--- config.mk ---
export PLATFORM = sky130hd
export DESIGN_NAME = noise_channel
export DESIGN_NICKNAME = d
export VERILOG_FILES = /design/src/rtl/noise_channel_pkg.sv /design/src/rtl/noise_channel_length_counter.sv /design/src/rtl/noise_channel.sv
export SDC_FILE = /design/constraint.sdc
export NUM_CORES = 1
export LEC_CHECK = 0
export ABC_AREA = 1
export CORE_AREA = 3 3 109 111
export DETAILED_ROUTE_END_ITERATION = 10
export DIE_AREA = 0 0 112 114
export PLACE_DENSITY = 0.6
export SLEW_MARGIN = 5
export SYNTH_ARGS = -nofsm -noshare
export SYNTH_HDL_FRONTEND = slang
export SYNTH_SLANG_ARGS = --single-unit
--- constraint.sdc ---
create_clock -name clk -period 2.2 [get_ports clk]
set_clock_uncertainty 0.05 [all_clocks]
set_input_delay 0.44 -clock clk [delete_from_list [all_inputs] [get_ports clk]]
set_output_delay 0.44 -clock clk [all_outputs]
set_load 0.02 [all_outputs]
--- src/rtl/noise_channel_pkg.sv ---
// Shared definitions for the sound voices and the mixer.
//   SAMPLE_W  : width of a voice volume / sample
//   LEN_MAX   : length-counter full scale (counter loads LEN_MAX - lenLoad)
//   LEN_W     : length-counter width, wide enough to hold LEN_MAX itself
//   DIV_W     : noise divider counter width
//   LFSR_W    : noise LFSR width
//   div_base  : noise divisor code -> base period in clk cycles
//   rise_edge : rising-edge detect of a slow frame tick sampled in the clk domain
package noise_channel_pkg;

  localparam int SAMPLE_W = 4;
  localparam int LEN_MAX  = 64;
  localparam int LEN_W    = 7;
  localparam int DIV_W    = 22;
  localparam int LFSR_W   = 15;

  function automatic logic [6:0] div_base(input logic [2:0] code);
    logic [6:0] base;
    case (code)
      3'd0:    base = 7'd8;
      3'd1:    base = 7'd16;
      3'd2:    base = 7'd32;
      3'd3:    base = 7'd48;
      3'd4:    base = 7'd64;
      3'd5:    base = 7'd80;
      3'd6:    base = 7'd96;
      default: base = 7'd112;
    endcase
    return base;
  endfunction

  function automatic logic rise_edge(input logic prev, input logic cur);
    return cur & ~prev;
  endfunction

endpackage

--- src/rtl/noise_channel_length_counter.sv ---
// Generic voice length counter: loads on trigger, counts down on each frame
// tick while enabled, sticks at zero.
//   clk, rst  : clock, async active-high reset
//   tick      : one-clk frame tick pulse
//   enable    : count enable
//   load      : trigger strobe, wins over a same-cycle tick
//   load_val  : value loaded on trigger
//   expire    : one-clk pulse on the cycle the counter goes 1 -> 0
module noise_channel_length_counter
  import noise_channel_pkg::*;
(
  input  logic             clk,
  input  logic             rst,
  input  logic             tick,
  input  logic             enable,
  input  logic             load,
  input  logic [LEN_W-1:0] load_val,
  output logic             expire
);

  logic [LEN_W-1:0] count;

  assign expire = ~load & tick & enable & (count == LEN_W'(1));

  always_ff @(posedge clk or posedge rst) begin
    if (rst) begin
      count <= '0;
    end else if (load) begin
      count <= load_val;
    end else if (tick && enable && count != '0) begin
      count <= count - LEN_W'(1);
    end
  end

endmodule

--- src/rtl/noise_channel.sv ---
// Noise voice: LFSR clocked by a programmable divider, output gated by the
// inverted LFSR LSB and scaled by a 64 Hz volume envelope; 256 Hz length
// counter shuts the voice off.
//   clk, rst          : 4.194304 MHz clock, async active-high reset
//   clk256, clk64     : frame tick levels, rising edges detected here
//   lenLoad/lenEnable : length load value and enable
//   startVol/envAdd/period : envelope initial volume, direction, step period
//   clkShift/divisor/widthMode : LFSR clock divider and short-mode select
//   trigger           : one-clk restart strobe
//   out               : registered 4-bit sample
module noise_channel
  import noise_channel_pkg::*;
(
  input  logic                clk,
  input  logic                rst,
  input  logic                clk256,
  input  logic                clk64,
  input  logic [5:0]          lenLoad,
  input  logic [SAMPLE_W-1:0] startVol,
  input  logic                envAdd,
  input  logic [2:0]          period,
  input  logic [3:0]          clkShift,
  input  logic                widthMode,
  input  logic [2:0]          divisor,
  input  logic                trigger,
  input  logic                lenEnable,
  output logic [SAMPLE_W-1:0] out
);

  logic                clk256_q, clk64_q;
  logic                tick256, tick64;
  logic                dac_en, enabled, len_expire;
  logic [SAMPLE_W-1:0] volume;
  logic [2:0]          env_timer;
  logic [DIV_W-1:0]    div_cnt, div_reload;
  logic [LFSR_W-1:0]   lfsr, lfsr_next;
  logic                lfsr_fb, lfsr_run;

  assign tick256    = rise_edge(clk256_q, clk256);
  assign tick64     = rise_edge(clk64_q, clk64);
  assign dac_en     = (startVol != '0) | envAdd;
  assign div_reload = DIV_W'(div_base(divisor)) << clkShift;
  assign lfsr_run   = clkShift < 4'd14;

  always_comb begin
    lfsr_fb   = lfsr[0] ^ lfsr[1];
    lfsr_next = {lfsr_fb, lfsr[LFSR_W-1:1]};
    if (widthMode) lfsr_next[6] = lfsr_fb;
  end

  always_ff @(posedge clk or posedge rst) begin
    if (rst) begin
      clk256_q <= 1'b0;
      clk64_q  <= 1'b0;
    end else begin
      clk256_q <= clk256;
      clk64_q  <= clk64;
    end
  end

  noise_channel_length_counter u_len (
    .clk      (clk),
    .rst      (rst),
    .tick     (tick256),
    .enable   (lenEnable),
    .load     (trigger),
    .load_val (LEN_W'(LEN_MAX) - LEN_W'(lenLoad)),
    .expire   (len_expire)
  );

  always_ff @(posedge clk or posedge rst) begin
    if (rst)             enabled <= 1'b0;
    else if (!dac_en)    enabled <= 1'b0;
    else if (trigger)    enabled <= 1'b1;
    else if (len_expire) enabled <= 1'b0;
  end

  // A timer of 0 (never triggered) is treated like 1 so the first tick steps.
  always_ff @(posedge clk or posedge rst) begin
    if (rst) begin
      volume    <= '0;
      env_timer <= '0;
    end else if (trigger) begin
      volume    <= startVol;
      env_timer <= period;
    end else if (tick64 && period != '0) begin
      if (env_timer <= 3'd1) begin
        env_timer <= period;
        if (envAdd && volume != 4'd15)     volume <= volume + 4'd1;
        else if (!envAdd && volume != '0)  volume <= volume - 4'd1;
      end else begin
        env_timer <= env_timer - 3'd1;
      end
    end
  end

  // Divider at 0 means parked since reset: the LFSR holds 7FFF until the
  // first trigger loads a period.
  always_ff @(posedge clk or posedge rst) begin
    if (rst) begin
      div_cnt <= '0;
      lfsr    <= '1;
    end else if (trigger) begin
      div_cnt <= div_reload;
      lfsr    <= '1;
    end else if (div_cnt == DIV_W'(1)) begin
      div_cnt <= div_reload;
      if (lfsr_run) lfsr <= lfsr_next;
    end else if (div_cnt != '0) begin
      div_cnt <= div_cnt - DIV_W'(1);
    end
  end

  always_ff @(posedge clk or posedge rst) begin
    if (rst) out <= '0;
    else     out <= (enabled && !lfsr[0]) ? volume : '0;
  end

endmodule

* After elaboration in Yosys (flattened, before gate mapping)
Index checks and enable logic that the tools add are counted.
** Storage, ports and cells
- Bits in registers :: 58
- Latch bits :: 0
- RAM bits :: 0
- Memory bits (read-only) :: 0
- Output and inout bits :: 4
- Word-level logic and storage cells :: 83
- Memories :: 0
** Operators by class
- Add/subtract/negate cells :: 6
- $mul :: 0
- Divide/modulo/power cells :: 0
- Order comparisons :: 2
- Equal/unequal tests :: 10
- Shifts and indexed selects :: 1
- Mux-type cells :: 22
- Bitwise operators :: 10
- Reductions and logical operators :: 23
** Operators with widths (count)
- 22-bit two-way mux :: 3
- 7-bit case mux with 7 select lines :: 1
- 15-bit two-way mux :: 3
- 4-bit two-way mux :: 6
- 22-bit by 1-bit == test with 1-bit output, second input constant :: 1
- 22-bit nonzero test :: 1
- 7-bit by 4-bit << shifter with 22-bit output :: 1
- 22-bit by 1-bit subtractor with 22-bit output, second input constant :: 1
- 7-bit two-way mux :: 2
- 2-bit nonzero test :: 5
- 3-bit == test, second input constant :: 3
- 3-bit two-way mux :: 3
- 3-bit nonzero test :: 3
- 4-bit nonzero test :: 2
- 7-bit by 1-bit == test with 1-bit output, second input constant :: 1
- 7-bit nonzero test :: 1
- 7-bit by 1-bit subtractor with 7-bit output, second input constant :: 1
- 7-bit by 6-bit subtractor with 7-bit output, first input constant :: 1
- 3-bit by 2-bit == test with 1-bit output, second input constant :: 2
- 1-bit logical AND :: 6
- 1-bit AND :: 5
- 4-bit by 1-bit adder with 4-bit output, second input constant :: 1
- 4-bit less-than comparator, second input constant :: 1
- 1-bit two-way mux :: 4
- other kinds (13) :: 16

* Longest topological paths before layout
Gate-level depths: netlist of run 1.
- Depth in word-level cells :: 8
- Mapped depth :: 13

* Modules after synthesis
From an unflattened synthesis of run 1, not the netlist that was laid out.
** Unflattened totals
- Cells, all modules :: 558
- Area, all modules :: 3981.3 um^2
** Modules (own cells, without submodules)
- noise_channel :: times used 1, cells each 475, area an instance 3383.2 um^2, seq. area each 1295.0 um^2
- noise_channel_length_counter :: times used 1, cells each 83, area an instance 598.1 um^2, seq. area each 175.2 um^2

* Worst setup path after synthesis of run 1
Ideal clock, no wire load.
- Path type :: flip-flop to flip-flop
- Start :: register volume[0]
- End :: register volume[3]
- Library setup time :: 0.120 ns
- Arrival time :: 1.526 ns
- Required time :: 2.030 ns
- Slack :: 0.504 ns
- Cell stages (with the launch flop) :: 13
- Path buffers :: 0
- Cell sequence :: dfrtp_1 nand2_1 nor2_1 a21oi_1 inv_1 ha_1 a21o_1 nand2_1 nand2_1 nand3_1 nand3_1 nand3_1 nand2_1
** On the way
- Cells in the longest elaborated chain, start to end :: 6
- Elaborated cells between the ends (all ways) :: 13
- Classes of those cells :: 2 x add/sub; 1 x eq/ne; 5 x mux; 5 x reduce/logical
** Ends and longest elaborated chain
- start: declaration :: line noise_channel.sv:33 : logic [SAMPLE_W-1:0] volume;
- start signal: assignment :: line noise_channel.sv:84 : volume <= startVol;
- start signal: assignment :: line noise_channel.sv:89 : if (envAdd && volume != 4'd15) volume <= volume + 4'd1;
- start signal: assignment :: line noise_channel.sv:90 : else if (!envAdd && volume != '0) volume <= volume - 4'd1;
- 4-bit by 1-bit subtractor with 4-bit output or 4-bit inequality test (tied branches) :: line noise_channel.sv:90, noise_channel.sv:89
- 4-bit two-way mux or 1-bit logical AND (tied branches) :: line noise_channel.sv:90, noise_channel.sv:89
- 4-bit two-way mux :: line noise_channel.sv:89
- 4-bit two-way mux :: line noise_channel.sv:87 : if (env_timer <= 3'd1) begin
- 4-bit two-way mux :: line noise_channel.sv:86 : end else if (tick64 && period != '0) begin
- 4-bit two-way mux :: line noise_channel.sv:83 : end else if (trigger) begin
Several ways; a longest one is shown, not always the timed one. The select of a mux whose other input is x is not followed.
A chain may end at the register's enable or synchronous reset.

* Final worst setup path of run 1
- Start :: register div_cnt[0]
- End :: register div_cnt[11]
** On the way
- Cells in the longest elaborated chain, start to end :: 4
- Elaborated cells between the ends (all ways) :: 7
- Classes of those cells :: 1 x add/sub; 1 x eq/ne; 3 x mux; 2 x reduce/logical
** Ends and longest elaborated chain
- start: declaration :: line noise_channel.sv:35 : logic [DIV_W-1:0] div_cnt, div_reload;
- start signal: assignment :: line noise_channel.sv:104 : div_cnt <= div_reload;
- start signal: assignment :: line noise_channel.sv:107 : div_cnt <= div_reload;
- start signal: assignment :: line noise_channel.sv:110 : div_cnt <= div_cnt - DIV_W'(1);
- 22-bit by 1-bit subtractor with 22-bit output :: line noise_channel.sv:110
- 22-bit two-way mux :: line noise_channel.sv:109 : end else if (div_cnt != '0) begin
- 22-bit two-way mux :: line noise_channel.sv:106 : end else if (div_cnt == DIV_W'(1)) begin
- 22-bit two-way mux :: line noise_channel.sv:103 : end else if (trigger) begin
Several ways; a longest one is shown, not always the timed one. The select of a mux whose other input is x is not followed.

==> flow_metrics.env, run 1 <==
export IMPL_seq_area_frac_synth_pct=38.3
export IMPL_die_area_um2=12800
export IMPL_drc_errors=0
export IMPL_io_pins=32
export IMPL_cts_made_buffers=9
export IMPL_fin_nets=630
export IMPL_cpMostUsedCell="nor2_1"
export IMPL_cts_hold_buf=0
export IMPL_end_kind="register"
export IMPL_via_per_inst=4.78
export IMPL_routedWlPerCell_um=12.3
export IMPL_critPathMaxFanout=5
export IMPL_grt_overflow=0
export IMPL_critPathKind="register to register"
export IMPL_num_antenna_cells=0
export IMPL_worst_path_max_delay_cell="dfrtp_1"
export IMPL_min_period_ns=2.02
export IMPL_hold_path_class="input port to asynchronous set/reset pin"
export IMPL_io_buffers=31
export IMPL_grt_pass1_wl_um=15600
export IMPL_wl_um=9100
export IMPL_clock_path_buffers=2
export IMPL_insertion_delay_ns=0.34
export IMPL_h_tree_depth=3
export IMPL_postSynthCellCount=549
export IMPL_critical_path_startpoint_type="register"
export IMPL_cp_cell_sequence="inv_1, ha_1, nand2_1, nor2_2, nand3b_1, nor2_1, nand2_1, nor2_1, nor2_1"
export IMPL_core_area_um2=10900
export IMPL_status="complete, no violations"
export IMPL_cts_root_buf="clkbuf_8"
export IMPL_rows=38
export IMPL_setup_violations=0
export IMPL_ant_nets=0
export IMPL_switching_share_pct=35.0
export IMPL_p_switching_w=0.00121
export IMPL_grt_usage_pct=15.0
export IMPL_antenna_found_initial=0
export IMPL_slew_violations=0
export IMPL_synth_warnings=0
export IMPL_clk_pin_slew_worst_paths_ns=0.07
export IMPL_worst_hold_slack_ns=0.329
export IMPL_path_delay_family="simple AND/OR/NAND/NOR gates"
export IMPL_place_congestion=0.845
export IMPL_dp_hpwl_um=6920
export IMPL_die_h_um=114
export IMPL_synth_area_um2=3840
export IMPL_cts_tree="done"
export IMPL_cts_resized=0
export IMPL_peakVddDrop_mv=0.372
export IMPL_first_iter_violations=191
export IMPL_die_w_um=112
export IMPL_first_global_vias=3350
export IMPL_min_period_over_period_pct=91.7
export IMPL_final_core_util_pct=42.1
export IMPL_internal_power_w=0.00224
export IMPL_synth_distinct_cells=39
export IMPL_initial_core_util_pct=35.3
export IMPL_pwr_share_clk_pct=28.6
export IMPL_syn_nets=587
export IMPL_dpl_cell_area_um2=4400
export IMPL_area_growth_pct=19.3
export IMPL_postLayoutCellArea_um2=4580
export IMPL_power_density_nw_per_um2=751
export IMPL_cap_violations=0
export IMPL_worstMarginPinSlew_ns=0.488
export IMPL_critPathBufInv=1
export IMPL_vias=3524
export IMPL_rsz0062_at_grt="false"
export IMPL_seqPwrFrac_pct=41.2
export IMPL_final_cells=737
export IMPL_postSynthAreaPerCell_um2=7.00
export IMPL_finalHoldViolations=0
export IMPL_drive_gt1_share_pct=11.9
export IMPL_grt_max_degree=47
export IMPL_ys_seq_elements=58
export IMPL_combPwrFrac_pct=30.2
export IMPL_worstPathRequired_ns=2.36
export IMPL_fmax_mhz=496
export IMPL_cts_setup_buffers=0
export IMPL_cts_sinks=58
export IMPL_power_leakage_nw=2.21
export IMPL_worstPathArrival_ns=2.18
export IMPL_max_slew_margin_pct=67.3
export IMPL_drtPass1Iterations=4
export IMPL_cpPeakStageDelay_ns=0.40
export IMPL_dpl_cell_count=721
==> power by group through the flow <==
| stage | Combinational [W] | Clock [W] | Sequential [W] |
|---|---|---|---|
| 6_report | 0.00104 | 0.000984 | 0.00142 |
| 5_1_grt | 0.00120 | 0.00106 | 0.00144 |
| 4_1_cts | 0.00104 | 0.00100 | 0.00142 |
| 3_5_place_dp | 0.00104 | 0 | 0.00143 |
| 3_3_place_gp | 0.00102 | 0 | 0.00143 |
| 2_1_floorplan | 0.000734 | 0 | 0.00142 |
==> cells in the mapped netlist <==
master	instances	area share (%)
nand3_2	1	0.26
clkinv_1	2	0.20
a21oi_1	17	2.2
or2_2	3	0.49
buf_2	9	1.2
nor3_1	5	0.65
xnor2_1	4	0.91
buf_4	1	0.20
a21oi_2	1	0.23
a21o_1	1	0.20
dfstp_2	15	10
fa_1	1	0.52
nand4_1	11	1.8
inv_1	62	6.1
buf_8	1	0.39
nor2_8	1	0.52
or2_0	1	0.16
o21ai_0	47	6.1
o22ai_1	1	0.16
nand2_2	3	0.49
xor2_1	8	1.8
o21ai_2	1	0.23
ha_1	9	2.9
buf_6	1	0.29
nor2_4	1	0.29
dfrtp_1	43	28
nand3_4	1	0.46
a32oi_1	1	0.23
nand3b_1	5	0.98
nand2_1	141	14
o21a_1	1	0.20
o211ai_1	5	0.98
nor2_1	76	7.4
nor2_2	12	2.0
nand2_4	1	0.29
nand3_1	47	6.1
inv_2	1	0.098
clkbuf_1	3	0.29
o21ai_1	5	0.65
==> layout make-up <==
class | count | area (µm²)
Fill cell | 1108 | 6300
Timing Repair Buffer | 47 | 468
Tap cell | 140 | 175
Sequential cell | 58 | 1470
Multi-Input combinational cell | 411 | 2040
Clock inverter | 3 | 40.0
Clock buffer | 13 | 149
Inverter | 65 | 244
==> kinds of logic (layout without fill, tap and decap cells) <==
logic type                 after synthesis  in the layout  share of synthesized area (%)
adders and majority gates               10             10                           3.45
and+or+nand+nor                        309            309                           35.7
buffers and inverters                   80            128                           8.69
DFF                                     58             58                           38.3
AOI/OAI and AO/OA                       80             80                           11.2
xor gates and xnor gates                12             12                           2.74
==> sequential cells by signal, indices dropped and copies added, names as in the netlist <==
signal       count
u_len.count      7
env_timer        3
volume           4
lfsr            15
clk64_q          1
div_cnt         22
out              4
clk256_q         1
enabled          1
==> per-layer routing <==
| layer | share of wire, % | track usage, % | vias up |
|---|---|---|---|
| met5 | 0 | 0 | - |
| met4 | 1.6 | 5.85 | 0 |
| met3 | 4.7 | 3.02 | 13 |
| met2 | 44 | 23.3 | 83 |
| met1 | 50 | 20.6 | 1583 |
| li1 | - | - | 1845 |
==> path summary, 6_finish.rpt <==
check	from	end	slack, ns	cells past startpoint
worst max register to register	div_cnt[0]	div_cnt[11]	0.18	9
worst min register to register	lfsr[8]	lfsr[8]	0.42	2
worst max-delay path	div_cnt[0]	div_cnt[11]	0.18	9
worst min-delay path	rst	div_cnt[12]	0.33	2
max in group asynchronous	rst	lfsr[9]	1.15	3
min in group clk	lfsr[8]	lfsr[8]	0.42	2
==> metrics by stage <==
stage | power (W) | setup TNS [ns] | worst slack (ns)
after floorplan | 0.00216 | 0 | 0.307
after global placement | 0.00245 | -0.00810 | -0.00810
after detailed placement | 0.00247 | -0.0731 | -0.0601
after CTS | 0.00347 | 0 | 0.230
after global routing | 0.00370 | 0 | 0.0620
final | 0.00344 | 0 | 0.182
==> worst register-to-register path: stages (launching register included) <==
cell and delay (ns):
dfrtp_1 0.40, inv_1 0.11, ha_1 0.19, nand2_1 0.17, nor2_2 0.20, nand3b_1 0.17
nor2_1 0.14, nand2_1 0.08, nor2_1 0.30, nor2_1 0.09
==> layout by cell type (no fill, tap or decap), types with 12 or more instances in the layout <==
| master | n |
|---|---|
| nand2_1 | 141 |
| nor2_1 | 76 |
| inv_1 | 61 |
| nand3_1 | 47 |
| o21ai_0 | 47 |
| dfrtp_1 | 43 |
| clkdlybuf4s50_1 | 31 |
| a21oi_1 | 17 |
| dfstp_2 | 15 |
| buf_4 | 13 |
| nor2_2 | 12 |
(Power assumes the default switching activity.)
==> inputs of run 2 (changes only) <==
--- a/config.mk
+++ b/config.mk
@@ -10,7 +10,7 @@
 export DETAILED_ROUTE_END_ITERATION = 10
 export DIE_AREA = 0 0 112 114
 export PLACE_DENSITY = 0.6
-export SLEW_MARGIN = 5
+export RECOVER_POWER = 25
 export SYNTH_ARGS = -nofsm -noshare
 export SYNTH_HDL_FRONTEND = slang
 export SYNTH_SLANG_ARGS = --single-unit
==> run 2 against run 1 <==
Global-route usage did not move. Total power decreased by 0.20%. Register-to-register slack got worse by 0.02 ns. Critical path depth unchanged. Sequential share of layout area up 0.088 points. Maximum frequency down 0.85%. Highest routed layer unchanged.
==> flow_metrics.env, run 2 (synthesized netlist as in run 1, its figures left out) <==
export IMPL_status="complete, no violations"
export IMPL_first_global_vias=3350
export IMPL_worstPathRequired_ns=2.36
export IMPL_min_period_over_period_pct=92.5
export IMPL_drtPass1Iterations=5
export IMPL_cts_root_buf="clkbuf_8"
export IMPL_largest_register_ffs=22
export IMPL_worstPathArrival_ns=2.19
export IMPL_critPathMaxFanout=5
export IMPL_io_buffers=31
export IMPL_rsz0062_at_grt="false"
export IMPL_final_cells=737
export IMPL_drive_gt1_share_pct=11.6
export IMPL_worst_slack_ns=0.165
export IMPL_cts_made_buffers=9
export IMPL_initial_core_util_pct=35.3
export IMPL_switching_share_pct=35.0
export IMPL_cpPeakStageDelay_ns=0.40
export IMPL_min_period_ns=2.03
export IMPL_worst_hold_slack_ns=0.421
export IMPL_grt_pass1_wl_um=15600
export IMPL_hold_path_class="register to register"
export IMPL_pre_cts_slack_ns=-0.0601
export IMPL_grt_overflow=0
export IMPL_slew_violations=0
export IMPL_critPathKind="register to register"
export IMPL_end_kind="register"
export IMPL_p_switching_w=0.00120
export IMPL_rows=38
export IMPL_clock_path_buffers=2
export IMPL_power_density_nw_per_um2=751
export IMPL_fillCellCount=1110
export IMPL_drc_errors=0
export IMPL_peakVddDrop_mv=0.370
export IMPL_h_tree_depth=3
export IMPL_via_per_inst=4.81
export IMPL_fmax_mhz=491
export IMPL_grt_usage_pct=15.0
export IMPL_critical_path_startpoint_type="register"
export IMPL_num_antenna_cells=0
export IMPL_routedWlPerCell_um=12.4
export IMPL_cts_hold_buf=0
export IMPL_core_area_um2=10900
export IMPL_seqPwrFrac_pct=41.2
export IMPL_cp_cell_sequence="inv_1, ha_1, nand2_1, nor2_2, nand3b_1, nor2_1, nand2_1, nor2_1, nor2_1"
export IMPL_pwr_share_clk_pct=28.6
export IMPL_cts_tree="done"
export IMPL_power_leakage_nw=2.20
export IMPL_wl_um=9110
export IMPL_cts_resized=0
export IMPL_die_w_um=112
export IMPL_first_iter_violations=178
export IMPL_max_slew_margin_pct=58.6
export IMPL_worst_path_max_delay_cell="dfrtp_1"
export IMPL_area_growth_pct=19.0
export IMPL_worstMarginPinSlew_ns=0.621
export IMPL_internal_power_w=0.00223
export IMPL_insertion_delay_ns=0.34
export IMPL_cap_violations=0
export IMPL_regMostFlops="div_cnt"
export IMPL_io_pins=32
export IMPL_antenna_found_initial=0
export IMPL_grt_max_degree=47
export IMPL_clk_pin_slew_worst_paths_ns=0.06
export IMPL_fin_nets=630
export IMPL_combPwrFrac_pct=30.2
export IMPL_whs_path_depth=2
export IMPL_cts_sinks=58
export IMPL_vias=3544
export IMPL_die_area_um2=12800
export IMPL_final_cell_mix="nand2_1, nor2_1, inv_1"
export IMPL_ant_nets=0
export IMPL_dp_hpwl_um=6920
export IMPL_layout_commonest_cell="nand2_1"
export IMPL_dpl_cell_count=721
export IMPL_cpMostUsedCell="nor2_1"
export IMPL_die_h_um=114
export IMPL_reg2reg_depth=9
export IMPL_place_congestion=0.845
export IMPL_cts_setup_buffers=0
export IMPL_finalHoldViolations=0
export IMPL_final_core_util_pct=42.0
export IMPL_largest_registers="div_cnt: 22 flops, lfsr: 15 flops, u_len.count: 7 flops"
export IMPL_setup_violations=0
-- run 2: cell types whose count changed in the layout (fill, tap and decap cells not counted), sizes merged --
cell	previous run	this run
clkdlybuf4s50	31	28
clkbuf	13	14
dlygate4sd3	0	3
buf	16	15
-- run 2: area by class of cell --
class	instances	area, µm²	share of cell area (%)
Multi-Input combinational cell	411	2040	44.6
Sequential cell	58	1470	32.2
Timing Repair Buffer	47	455	9.96
Inverter	65	244	5.34
Tap cell	140	175	3.83
Clock buffer	13	149	3.26
Clock inverter	3	40.0	0.876
-- run 2: power groups by stage --
stage	logic (W)	clock network (W)	registers [W]
after global routing	0.00120	0.00106	0.00144
final	0.00104	0.000983	0.00142
after global placement	0.00102	0	0.00143
after floorplan	0.000734	0	0.00142
after detailed placement	0.00104	0	0.00143
after CTS	0.00104	0.00100	0.00142
-- run 2: worst max-delay path, delay by kind of cell, from the launching register on --
family	cells	cell delay, ns
adders and majority gates	1	0.19
and+or+nand+nor	7	1.16
buffers and inverters	1	0.11
DFF	1	0.40
-- run 2: routing by layer --
layer | vias to the layer above | GRT usage (%) | wire length (µm)
met5 | - | 0 | 0
met4 | 0 | 5.85 | 157
met3 | 15 | 3.02 | 435
met2 | 93 | 23.3 | 4060
met1 | 1590 | 20.6 | 4470
li1 | 1846 | - | -
-- run 2: per-stage QoR --
stage	TNS [ns]	power [W]	cell area (µm²)
after floorplan	0	0.00216	3840
after global placement	-0.00810	0.00245	4400
after detailed placement	-0.0731	0.00247	4400
after CTS	0	0.00347	4580
after global routing	0	0.00370	4570
final	0	0.00344	4570
-- run 2: worst paths after layout --
check	start	to	slack (ns)
min in group asynchronous	rst	div_cnt[12]	0.53
max	div_cnt[0]	div_cnt[11]	0.17
max reg2reg	div_cnt[0]	div_cnt[11]	0.17
min reg2reg	lfsr[8]	lfsr[8]	0.42
max in group asynchronous	rst	env_timer[0]	0.47
min	lfsr[8]	lfsr[8]	0.42
==> inputs of run 3 (changes only) <==
--- a/config.mk
+++ b/config.mk
@@ -6,9 +6,9 @@
 export NUM_CORES = 1
 export LEC_CHECK = 0
 export ABC_AREA = 1
-export CORE_AREA = 3 3 109 111
+export CORE_AREA = 3 3 130 94
 export DETAILED_ROUTE_END_ITERATION = 10
-export DIE_AREA = 0 0 112 114
+export DIE_AREA = 0 0 133 97
 export PLACE_DENSITY = 0.6
 export RECOVER_POWER = 25
 export SYNTH_ARGS = -nofsm -noshare
==> run 3 against run 2 <==
Global-route usage increased by 0.62 points. Critical path depth increased by 1. Routed wire length increased by 5.4%. First-iteration DRC count increased by 28%. Clock power increased by 39%. Non-clock buffer count increased by 1. Core utilization increased by 0.53 points. Via count increased by 0.99%. Final cell count increased by 1.9%. Sequential power about the same. Clock-buffer cell count unchanged. Sequential cell count unchanged. Critical path type unchanged. Largest power group unchanged.
==> flow_metrics.env, run 3 (synthesized netlist as in run 1, its figures left out) <==
export IMPL_status="complete, no violations"
export IMPL_reg2reg_to="u_len.count[3]"
export IMPL_insertion_delay_ns=0.32
export IMPL_io_buffers=31
export IMPL_largest_register_ffs=22
export IMPL_cts_root_buf="clkbuf_16"
export IMPL_largest_registers="div_cnt: 22 flops, lfsr: 15 flops, u_len.count: 7 flops"
export IMPL_core_area_um2=11000
export IMPL_io_pins=32
export IMPL_peakVddDrop_mv=0.545
export IMPL_final_cell_mix="nand2_1, nor2_1, inv_1"
export IMPL_place_congestion=0.927
export IMPL_power_w=0.00385
export IMPL_vias=3579
export IMPL_dp_hpwl_um=7320
export IMPL_setup_violations=0
export IMPL_min_period_over_period_pct=88.6
export IMPL_grtUsageMet3_pct=3.85
export IMPL_worstPathRequired_ns=2.34
export IMPL_clock_path_buffers=2
export IMPL_routedWlPerCell_um=12.8
export IMPL_regMostFlops="div_cnt"
export IMPL_internal_power_w=0.00259
export IMPL_cts_resized=0
export IMPL_min_from="lfsr[8]"
export IMPL_p_switching_w=0.00126
export IMPL_clk_pin_slew_worst_paths_ns=0.05
export IMPL_rsz0062_at_grt="false"
export IMPL_grt_pass1_wl_um=16600
export IMPL_area_growth_pct=21.8
export IMPL_first_global_vias=3418
export IMPL_r2r_start="u_len.count[0]"
export IMPL_pwr_share_clk_pct=35.6
export IMPL_grt_usage_pct=15.6
export IMPL_worstPathArrival_ns=2.09
export IMPL_drive_gt1_share_pct=11.7
export IMPL_wl_um=9610
export IMPL_met1_usage_pct=23.7
export IMPL_grtUsageMet2_pct=21.8
export IMPL_h_tree_depth=3
export IMPL_cts_made_buffers=9
export IMPL_reg2reg_slack_ns=0.25
export IMPL_num_antenna_cells=0
export IMPL_slew_violations=0
export IMPL_max_slew_margin_pct=43.8
export IMPL_worst_hold_slack_ns=0.424
export IMPL_busiest_layer="met1"
export IMPL_antenna_found_initial=0
export IMPL_cts_setup_buffers=0
export IMPL_whs_path_depth=2
export IMPL_first_iter_violations=228
export IMPL_grt_overflow=0
export IMPL_critPathMaxFanout=12
export IMPL_hold_end="lfsr[8]"
export IMPL_combPwrFrac_pct=27.4
export IMPL_finalHoldViolations=0
export IMPL_end_kind="register"
export IMPL_rows=32
export IMPL_grt_max_degree=31
export IMPL_seqPwrFrac_pct=37.1
export IMPL_initial_core_util_pct=34.9
export IMPL_seq_area_um2=1470
export IMPL_hold_path_class="register to register"
export IMPL_via_per_inst=4.77
export IMPL_ant_nets=0
export IMPL_power_density_nw_per_um2=822
export IMPL_switching_share_pct=32.8
export IMPL_fmax_mhz=513
export IMPL_cap_violations=0
export IMPL_layout_commonest_cell="nand2_1"
export IMPL_die_area_um2=12900
export IMPL_multi_input_comb_area_um2=2040
export IMPL_critical_path_startpoint_type="register"
export IMPL_min_period_ns=1.95
export IMPL_cts_sinks=58
export IMPL_power_leakage_nw=2.25
export IMPL_drc_errors=0
export IMPL_drtPass1Iterations=4
export IMPL_die_h_um=97
export IMPL_die_w_um=133
export IMPL_reg2reg_depth=10
export IMPL_fin_nets=631
export IMPL_fillCellCount=1110
export IMPL_cts_tree="done"
export IMPL_critPathKind="register to register"
export IMPL_worstMarginPinSlew_ns=0.843
export IMPL_cts_hold_buf=0
[run 3: layer usage]
metal	share of wire (%)	vias up
met4	0.87	0
met3	5.8	9
met1	53	1646
met5	0	-
met2	41	71
li1	-	1853
[run 3: power groups by stage]
stage | clock network (W) | logic (W) | registers, W
2_1_floorplan | 0 | 0.000734 | 0.00142
3_3_place_gp | 0 | 0.00104 | 0.00143
3_5_place_dp | 0 | 0.00105 | 0.00144
4_1_cts | 0.00140 | 0.00106 | 0.00142
5_1_grt | 0.00145 | 0.00123 | 0.00145
6_report | 0.00137 | 0.00105 | 0.00143
[run 3: through the flow]
step / setup TNS, ns / cells / cell area [µm²] / setup WS [ns] / utilization (%)
finish: 0 / 751 / 4680 / 0.250 / 42.5
global route: 0 / 751 / 4680 / 0.00193 / 42.5
CTS: 0 / 751 / 4700 / 0.257 / 42.7
detailed placement: -0.0505 / 735 / 4410 / -0.0382 / 40.0
global placement: -0.00451 / 735 / 4410 / -0.00451 / 40.0
floorplan: 0 / 549 / 3840 / 0.307 / -
[run 3: how the worst max path moves through the flow]
| stage | startpoint | end | slack (ns) | cells after the start |
|---|---|---|---|---|
| after floorplan | rst | clk256_q | 0.31 | 1 |
| after global placement | envAdd | volume[3] | -0.005 | 12 |
| after detailed placement | envAdd | volume[3] | -0.04 | 12 |
| after CTS | u_len.count[0] | u_len.count[3] | 0.26 | 10 |
| after global routing | u_len.count[0] | u_len.count[3] | 0.002 | 10 |
| final | u_len.count[0] | u_len.count[3] | 0.25 | 10 |
[run 3: layout make-up]
type	instances	share of cell area, %
clock buffer	13	5.34
clock inverter	3	0.855
inverter	65	5.21
multi-input combinational	411	43.5
sequential	58	31.4
tap	153	4.09
timing repair buffer	48	9.57
[run 3: worst max-delay path, cell delays in order (launching register included)]
cell     delay (ns)
dfrtp_1        0.39
inv_1          0.14
ha_1           0.20
inv_1          0.06
nor3_1         0.28
nand3_1        0.15
nor2_1         0.11
o21ai_0        0.07
buf_4          0.18
o21ai_0        0.07
o21ai_0        0.10
